<file path="src/rtl/decode_stage.sv">
// ---------------------------------------------------------------------------
// decode_stage
//   Registered instruction-decode stage that sits between fetch and
//   register-file read. It decodes the opcode into a one-hot class vector,
//   extends the immediate, and derives the destination register, source
//   registers and write enable. A 2-entry skid buffer (output reg + skid reg)
//   provides full-throughput valid/ready flow control. The stage also supports
//   flush and keeps a saturating count of accepted illegal opcodes.
//
// Ports
//   clock        in   rising-edge clock
//   reset_n      in   asynchronous active-low reset
//   flush        in   synchronous; discard held and incoming instructions
//   in_valid     in   fetch offers in_insn / in_pc
//   in_ready     out  stage can accept (registered, low only when skid full)
//   in_insn      in   instruction word
//   in_pc        in   PC of the instruction
//   out_valid    out  decoded bundle valid
//   out_ready    in   downstream accepts
//   out_pc       out  PC of the decoded instruction
//   out_class    out  one-hot {beq,setx,bex,jr,jal,j,blt,bne,lw,sw,addi,R}
//   out_illegal  out  opcode matched no class
//   out_aluop    out  ALU operation
//   out_shamt    out  shift amount insn[11:7]
//   out_imm      out  extended immediate
//   out_rd       out  destination register
//   out_we       out  register-file write enable
//   out_src_a    out  source register A
//   out_src_b    out  source register B
//   illegal_cnt  out  illegal opcodes accepted since reset (saturating)
//   dbg_state    out  skid-buffer state (0 EMPTY, 1 ONE, 2 FULL)
//
// Handshake: a transfer happens on a rising edge where valid and ready are
// both high. in_ready never depends combinationally on out_ready, and the
// out_* bundle is held stable while out_valid is high and out_ready is low.
// ---------------------------------------------------------------------------
module decode_stage #(
  parameter int OPC_W  = 5,
  parameter int INSN_W = 32,
  parameter int XLEN   = 32,
  parameter int IMM_W  = 17,
  parameter int PC_W   = 32,
  parameter int CNT_W  = 8
) (
  input  logic              clock,
  input  logic              reset_n,
  input  logic              flush,
  input  logic              in_valid,
  output logic              in_ready,
  input  logic [INSN_W-1:0] in_insn,
  input  logic [PC_W-1:0]   in_pc,
  output logic              out_valid,
  input  logic              out_ready,
  output logic [PC_W-1:0]   out_pc,
  output logic [11:0]       out_class,
  output logic              out_illegal,
  output logic [4:0]        out_aluop,
  output logic [4:0]        out_shamt,
  output logic [XLEN-1:0]   out_imm,
  output logic [4:0]        out_rd,
  output logic              out_we,
  output logic [4:0]        out_src_a,
  output logic [4:0]        out_src_b,
  output logic [CNT_W-1:0]  illegal_cnt,
  output logic [1:0]        dbg_state
);

  localparam int TGT_W = INSN_W - OPC_W;  // jump-target / setx field width

  localparam logic [OPC_W-1:0] OP_R    = OPC_W'(5'b00000);
  localparam logic [OPC_W-1:0] OP_J    = OPC_W'(5'b00001);
  localparam logic [OPC_W-1:0] OP_BNE  = OPC_W'(5'b00010);
  localparam logic [OPC_W-1:0] OP_JAL  = OPC_W'(5'b00011);
  localparam logic [OPC_W-1:0] OP_JR   = OPC_W'(5'b00100);
  localparam logic [OPC_W-1:0] OP_ADDI = OPC_W'(5'b00101);
  localparam logic [OPC_W-1:0] OP_BLT  = OPC_W'(5'b00110);
  localparam logic [OPC_W-1:0] OP_SW   = OPC_W'(5'b00111);
  localparam logic [OPC_W-1:0] OP_LW   = OPC_W'(5'b01000);
  localparam logic [OPC_W-1:0] OP_BEQ  = OPC_W'(5'b01001);
  localparam logic [OPC_W-1:0] OP_SETX = OPC_W'(5'b10101);
  localparam logic [OPC_W-1:0] OP_BEX  = OPC_W'(5'b10110);

  typedef enum logic [1:0] {
    ST_EMPTY = 2'd0,
    ST_ONE   = 2'd1,
    ST_FULL  = 2'd2
  } state_e;

  typedef struct packed {
    logic [PC_W-1:0] pc;
    logic [11:0]     cls;
    logic            illegal;
    logic [4:0]      aluop;
    logic [4:0]      shamt;
    logic [XLEN-1:0] imm;
    logic [4:0]      rd;
    logic            we;
    logic [4:0]      src_a;
    logic [4:0]      src_b;
  } bundle_t;

  state_e             state_q;
  bundle_t            or_q;
  bundle_t            sk_q;
  bundle_t            dec_d;
  logic               out_valid_q;
  logic               in_ready_q;
  logic [CNT_W-1:0]   cnt_q;
  logic [OPC_W-1:0]   opc;
  logic [XLEN-1:0]    imm_sext;
  logic [XLEN-1:0]    imm_zext;
  logic               accept;
  logic               pop;

  assign opc      = in_insn[INSN_W-1 -: OPC_W];
  assign imm_sext = {{(XLEN-IMM_W){in_insn[IMM_W-1]}}, in_insn[IMM_W-1:0]};
  assign imm_zext = {{(XLEN-TGT_W){1'b0}}, in_insn[TGT_W-1:0]};

  // Combinational decode of the offered instruction.
  always_comb begin
    dec_d       = '0;
    dec_d.pc    = in_pc;
    dec_d.shamt = in_insn[11:7];
    dec_d.rd    = in_insn[26:22];
    dec_d.imm   = imm_sext;
    case (opc)
      OP_R: begin
        dec_d.cls[0] = 1'b1;
        dec_d.aluop  = in_insn[6:2];
        dec_d.we     = 1'b1;
        dec_d.src_a  = in_insn[21:17];
        dec_d.src_b  = in_insn[16:12];
      end
      OP_ADDI: begin
        dec_d.cls[1] = 1'b1;
        dec_d.we     = 1'b1;
        dec_d.src_a  = in_insn[21:17];
      end
      OP_SW: begin
        dec_d.cls[2] = 1'b1;
        dec_d.src_a  = in_insn[21:17];
        dec_d.src_b  = in_insn[26:22];  // store data comes from the rd field
      end
      OP_LW: begin
        dec_d.cls[3] = 1'b1;
        dec_d.we     = 1'b1;
        dec_d.src_a  = in_insn[21:17];
      end
      OP_BNE: begin
        dec_d.cls[4] = 1'b1;
        dec_d.aluop  = 5'b00001;
        dec_d.src_a  = in_insn[26:22];
        dec_d.src_b  = in_insn[21:17];
      end
      OP_BLT: begin
        dec_d.cls[5] = 1'b1;
        dec_d.aluop  = 5'b00001;
        dec_d.src_a  = in_insn[26:22];
        dec_d.src_b  = in_insn[21:17];
      end
      OP_J: begin
        dec_d.cls[6] = 1'b1;
        dec_d.imm    = imm_zext;
      end
      OP_JAL: begin
        dec_d.cls[7] = 1'b1;
        dec_d.imm    = imm_zext;
        dec_d.rd     = 5'd31;  // link register
        dec_d.we     = 1'b1;
      end
      OP_JR: begin
        dec_d.cls[8] = 1'b1;
        dec_d.src_a  = in_insn[26:22];
      end
      OP_BEX: begin
        dec_d.cls[9] = 1'b1;
        dec_d.aluop  = 5'b00001;
        dec_d.src_a  = 5'd30;  // compare status register against r0
      end
      OP_SETX: begin
        dec_d.cls[10] = 1'b1;
        dec_d.imm     = imm_zext;
        dec_d.rd      = 5'd30;  // status register
        dec_d.we      = 1'b1;
      end
      OP_BEQ: begin
        dec_d.cls[11] = 1'b1;
        dec_d.aluop   = 5'b00001;
        dec_d.src_a   = in_insn[26:22];
        dec_d.src_b   = in_insn[21:17];
      end
      default: dec_d.illegal = 1'b1;
    endcase
  end

  assign accept = in_valid & in_ready_q;
  assign pop    = out_valid_q & out_ready;

  // Skid-buffer FSM. OR always holds the oldest bundle; SK is only used when
  // a new bundle arrives while OR is stalled.
  always_ff @(posedge clock or negedge reset_n) begin
    if (!reset_n) begin
      state_q     <= ST_EMPTY;
      or_q        <= '0;
      sk_q        <= '0;
      out_valid_q <= 1'b0;
      in_ready_q  <= 1'b1;
      cnt_q       <= '0;
    end else if (flush) begin
      // Flush wins over every other event; the counter keeps its value.
      state_q     <= ST_EMPTY;
      out_valid_q <= 1'b0;
      in_ready_q  <= 1'b1;
    end else begin
      if (accept && dec_d.illegal && (cnt_q != '1)) begin
        cnt_q <= cnt_q + CNT_W'(1);
      end
      case (state_q)
        ST_EMPTY: begin
          if (accept) begin
            or_q        <= dec_d;
            state_q     <= ST_ONE;
            out_valid_q <= 1'b1;
          end
        end
        ST_ONE: begin
          if (accept && pop) begin
            or_q <= dec_d;
          end else if (accept) begin
            sk_q       <= dec_d;
            state_q    <= ST_FULL;
            in_ready_q <= 1'b0;
          end else if (pop) begin
            state_q     <= ST_EMPTY;
            out_valid_q <= 1'b0;
          end
        end
        ST_FULL: begin
          if (pop) begin
            or_q       <= sk_q;
            state_q    <= ST_ONE;
            in_ready_q <= 1'b1;
          end
        end
        default: begin
          state_q     <= ST_EMPTY;
          out_valid_q <= 1'b0;
          in_ready_q  <= 1'b1;
        end
      endcase
    end
  end

  assign in_ready    = in_ready_q;
  assign out_valid   = out_valid_q;
  assign out_pc      = or_q.pc;
  assign out_class   = or_q.cls;
  assign out_illegal = or_q.illegal;
  assign out_aluop   = or_q.aluop;
  assign out_shamt   = or_q.shamt;
  assign out_imm     = or_q.imm;
  assign out_rd      = or_q.rd;
  assign out_we      = or_q.we;
  assign out_src_a   = or_q.src_a;
  assign out_src_b   = or_q.src_b;
  assign illegal_cnt = cnt_q;
  assign dbg_state   = state_q;

endmodule

</file>
<file path="config.mk">
export PLATFORM = sky130hd
export DESIGN_NAME = decode_stage
export DESIGN_NICKNAME = d
export VERILOG_FILES = /design/src/rtl/decode_stage.sv
export SDC_FILE = /design/constraint.sdc
export NUM_CORES = 1
export LEC_CHECK = 0
export BUFFER_PORTS_ARGS = -buffer_cell sky130_fd_sc_hd__buf_2
export CAP_MARGIN = 10
export CORE_MARGIN = 2
export CORE_UTILIZATION = 40
export DETAILED_ROUTE_END_ITERATION = 8
export PLACE_DENSITY = 0.61
export SLEW_MARGIN = 40
export SYNTH_ARGS = -nofsm -noshare
export SYNTH_HDL_FRONTEND = slang
export SYNTH_SLANG_ARGS = --single-unit
</file>
<file path="constraint.sdc">
create_clock -name clock -period 1.9 [get_ports clock]
set_clock_uncertainty 0.1 [all_clocks]
set_input_delay 0.19 -clock clock [delete_from_list [all_inputs] [get_ports clock]]
set_output_delay 0.19 -clock clock [all_outputs]
set_load 0.02 [all_outputs]
</file>
**Word level (Yosys, flattened, before mapping)**

Cells that the tools add are included.
W data, S select, Z words.

- Bits in registers: 218
- Input bits: 69
- Output and inout bits: 115
- Word-level logic and storage cells: 115

- Add/sub/neg operators: 1
- Eq/ne operators: 26
- Multiplexer cells: 41
- Bitwise logic cells: 4
- Reductions and logical operators: 19

Operators by type and width:

| kind | count |
|---|---|
| $mux W103 | 3 |
| $pmux W103 S3 | 1 |
| $mux W32 | 1 |
| $pmux W5 S3 | 2 |
| $mux W1 | 23 |
| $eq A5 B3 Y1 const B | 4 |
| $pmux W5 S2 | 2 |
| $ne A3 B3 Y1 const B | 6 |
| $mux W2 | 6 |
| $reduce_and A4 Y1 | 3 |
| $reduce_or A12 Y1 | 1 |
| $reduce_or A4 Y1 | 3 |
| $eq A5 B2 Y1 const B | 2 |
| $eq A5 B4 Y1 const B | 2 |
| $eq A5 B5 Y1 const B | 2 |
| $ne A2 B2 Y1 const B | 5 |
| $reduce_and A5 Y1 | 2 |
| $add A8 B1 Y8 const B | 1 |
| $ne A8 B8 Y1 const B | 1 |
| $pmux W1 S3 | 2 |
| $pmux W2 S3 | 1 |
| $reduce_or A3 Y1 | 2 |
| $eq A5 B1 Y1 const B | 1 |
| $logic_not A5 Y1 | 1 |
| 10 further kinds | 14 |

**Longest topological paths before layout**

- Word-level depth: 6
- Gate-level depth with buffers: 8

**Worst setup path before layout**

OpenSTA, ideal clock, no wires.

- Path type: register to register
- From: reg state_q[0], in the netlist dbg_state[0]
- To: reg or_q, in the netlist out_pc[10]
- Setup time: 0.125 ns
- Arrival: 1.932 ns
- Data required time: 1.675 ns
- Slack: -0.257 ns
- Stages on the path, launching flop included: 8
- Path buffers: 3
- Cell sequence: dfrtp_1 -> buf_2 -> and4b_1 -> a211oi_4 -> nor2_2 -> buf_6 -> buf_6 -> mux2_4

- Word-level cells in the longest chain between the ends: 3

RTL lines:

| item | line | text |
|---|---|---|
| start, declared | 102 | `state_e state_q;` |
| start signal, assigned | 203 | `state_q <= ST_EMPTY;` |
| start signal, assigned | 211 | `state_q <= ST_EMPTY;` |
| start signal, assigned | 222 | `state_q <= ST_ONE;` |
| $eq A2 B1 Y1 (tied with other cells) | 218 | `case (state_q)` |
| $ne A2 B2 Y1 (no line) / $reduce_bool A3 Y1 (equally long branches) | n/a |  |
| $reduce_and A5 Y1 (no line) | n/a |  |
| end signal, assigned | 240 | `or_q <= sk_q;` |
| end, declared | 103 | `bundle_t or_q;` |

Parallel ways exist; a longest one is shown, timed or not.
A chain may end at the register's enable or synchronous reset.

**Worst setup path after layout**

- From: reg in_ready_q, in the netlist in_ready
- To: reg sk_q[76] in the netlist's numbering

- Word-level cells in the longest chain between the ends: 4

RTL lines:

| item | line | text |
|---|---|---|
| start, declared | 107 | `logic in_ready_q;` |
| start signal, assigned | 207 | `in_ready_q <= 1'b1;` |
| start signal, assigned | 213 | `in_ready_q <= 1'b1;` |
| start signal, assigned | 232 | `in_ready_q <= 1'b0;` |
| $and A1 B1 Y1 (*) | 196 | `assign accept = in_valid & in_ready_q;` |
| $logic_and A1 B1 Y1 | 227 | `if (accept && pop) begin` |
| $not A1 Y1 (no line) | n/a |  |
| $reduce_and A4 Y1 (no line) (*) | n/a |  |
| end signal, assigned | 205 | `sk_q <= '0;` |
| end signal, assigned | 230 | `sk_q <= dec_d;` |
| end, declared | 104 | `bundle_t sk_q;` |

Every way passes the cells marked *; elsewhere a longest branch is shown, timed or not.

==> results.cfg <==
[logic_synthesis]
ys_types = 60
yosysWarnings = 0
synth.area.top_cells = dfrtp_1, mux2_2, nand2_1, o21ai_0, clkbuf_1
syn_avg_cell_area_um2 = 10.3
syn_inst = 920
synthFlopType = dfrtp_1
synth.top_cells.by_count = nand2_1, dfrtp_1, mux2_2
ys_seq_area_share_pct = 52.9
synth-edff-count = 0
yosysMostFrequentCell = nand2_1
synth.top_cell.area_share_pct = 52.7
synth_async_sr_flop_share_pct = 100
syn-num-nets = 990
syn-cell-area_um2 = 9460
yosysTopAreaCell = dfrtp_1
ys_seq_elements = 200

[route]
vias = 7614
drtAntennaViolNets = 0
via_per_inst = 5.10
wl_mm = 25.3
first_iter_violations = 532
dr.pass1.iters = 5
detail_route.wl_per_cell_um = 16.9
drc = 0

[power_and_ir_drop]
power_density_nw_per_um2 = 1240
p_sw_mw = 5.45
p_leak_nw = 6.07
internal_power_mw = 9.98
swShare_pct = 35.3
vdd_drop_max_mv = 0.672
power_mw = 15.4
p_comb_share_pct = 33.3
seq_power_share_pct = 43.1
power_frac_clock_pct = 23.6

[sta]
hold_slack_ns = 0.0154
tightest_slew_ns = 0.445
rsz0062_at_grt = yes
worst_slack_ns = -0.0109
setup_viol = 6
setup_tns_ns = -0.0393
relSlewSlack_pct = 70.3
fmax_mhz = 523
timing.final.crit_share_pct = 101
period_needed_ns = 1.91
slew_violations = 0
finalHoldViolCount = 0

[placed_design]
io_buffers = 183
hpwlAfterDp_mm = 16.7
place.gp.congestion = 0.825

[die]
ioPinCount = 184
die_w_um = 158
core_area_um2 = 23300
start_util_pct = 40.5
dieArea_um2 = 24900
die_h_um = 158
rows = 56

[setup_path]
r2r_cells = 6
worst-path-buf-inv = 3
critPathArrivalTime_ns = 2.13
critPathRequiredTime_ns = 2.12
crit_path_end_kind = register
cpMaxStageDelayCell = dfstp_2
cp.depth = 6
worstSetupPathType = register to register
cp_cell_sequence = and3b_2, buf_4, nand4_1, buf_6, clkbuf_16, mux2_2
critPathTopFamily = flip-flops
worstSetupStartpointType = register
cp_max_fo = 7
max_stage_delay_ns = 0.53

[clock_network]
cts_tree = built
cts-root-buf = clkbuf_16
cts_made_buffers = 17
clk_pin_slew_ns = 0.07
cts_buffer_depth = 2
insertion_delay_ns = 0.43
htree_levels = 4
clock_sinks = 200

[finish]
final_util_pct = 53.3
nets = 1232
syn_to_final_growth_pct = 31.6
fillCellCount = 2093
antenna_cells = 0
drive_above_1_share_pct = 35.5

[grt]
grtUsageTotal_pct = 20.5
antenna_found_initial = 0
grt_max_degree = 63
grt_pass1_wl_mm = 40.4
grt_overflow = 0
first_global_vias = 7685

[hold_path]
hold_path_class = input pin to register
holdPathStages = 4

[run_status]
status = complete, but fails checks
violations = negative setup slack

[run]
maxCapViolCount = 0
-- layer usage --
| metal | vias to the layer above | global-route usage (%) | share of wire (%) |
|---|---|---|---|
| met1 | 3708 | 27.7 | 46 |
| met2 | 194 | 33.3 | 47 |
| met5 | - | 0 | 0 |
| met4 | 0 | 5.76 | 1.3 |
| li1 | 3685 | - | - |
| met3 | 27 | 4.43 | 5.2 |
-- metrics by stage --
step / std cells / cell area, um^2 / worst slack [ns]
2_1_floorplan: 920 / 9490 / -0.168
3_3_place_gp: 1405 / 11200 / -0.0366
3_5_place_dp: 1405 / 11200 / -0.0656
4_1_cts: 1487 / 12300 / 0.00590
5_1_grt: 1494 / 12400 / -0.0943
6_report: 1494 / 12400 / -0.0109
-- power groups by stage --
stage          Clock [mW]  Combinational [mW]  Sequential [mW]
2_1_floorplan           0                2.33             7.56
4_1_cts              3.73                5.07             6.64
3_3_place_gp            0                4.88             6.65
6_report             3.64                5.14             6.65
3_5_place_dp            0                4.97             6.72
5_1_grt              3.89                5.59             6.86
-- placed cells by master (no fill, tap or decap), types with 23 or more instances in the layout --
cell and instances:
nor2_1 30, nand2_1 220, buf_4 39, dlygate4sd3_1 50, mux2_4 23, dfrtp_1 196
mux2_2 95, buf_2 182, o21ai_0 77
-- state kept, by name (all words and copies together), names as in the netlist --
signal and cells:
in_ready 1, out_shamt 4, out_class 12, out_aluop 5, out_imm 24, out_valid 1, out_we 1, out_src_a 5
out_pc 32, out_rd 5, illegal_cnt 8, dbg_state 2, out_illegal 1, out_src_b 5, sk_q 94
-- worst paths after layout --
path                            from             end  slack (ns)
max                         in_ready        sk_q[76]       -0.01
min                        out_ready       out_valid        0.02
max reg2reg                 in_ready        sk_q[76]       -0.01
min reg2reg                 sk_q[59]        sk_q[59]        0.38
max in group asynchronous    reset_n       out_valid        0.90
min in group asynchronous    reset_n  illegal_cnt[0]        0.14
-- kinds of logic (layout without fill, tap and decap cells) --
| kind of cell | after synthesis | in the layout | synth area share [%] |
|---|---|---|---|
| AOI/OAI and AO/OA | 163 | 163 | 11.3 |
| xor gates and xnor gates | 8 | 8 | 0.741 |
| adders and majority gates | 1 | 1 | 0.132 |
| buffers and inverters | 81 | 336 | 3.94 |
| DFF | 200 | 200 | 52.9 |
| muxes | 122 | 122 | 14.8 |
| and+or+nand+nor | 345 | 345 | 16.2 |
-- area by class of cell --
type	instances	area [um^2]	share of cell area [%]
Sequential cell	200	5010	40.3
Multi-Input combinational cell	639	4170	33.5
Timing Repair Buffer	300	2270	18.2
Clock buffer	19	453	3.64
Tap cell	319	399	3.21
Clock inverter	13	134	1.08
Inverter	4	15.0	0.121
-- repair_timing --
item                                    in CTS  in global routing
gates resized for setup                      3                 24
endpoints found under the hold margin      291                  0
hold buffers                                50                  0
cloned                                       0                  4
setup buffers                                0                  3
pin swaps                                    0                  1
endpoints found under the setup margin      47                139
-- worst min-delay path: cells and delay by family --
| kind | cells | cell delay (ns) |
|---|---|---|
| simple gates | 2 | 0.13 |
| compound gates | 1 | 0.07 |
| buf+inv | 1 | 0.11 |
(Power assumes the default switching activity.)
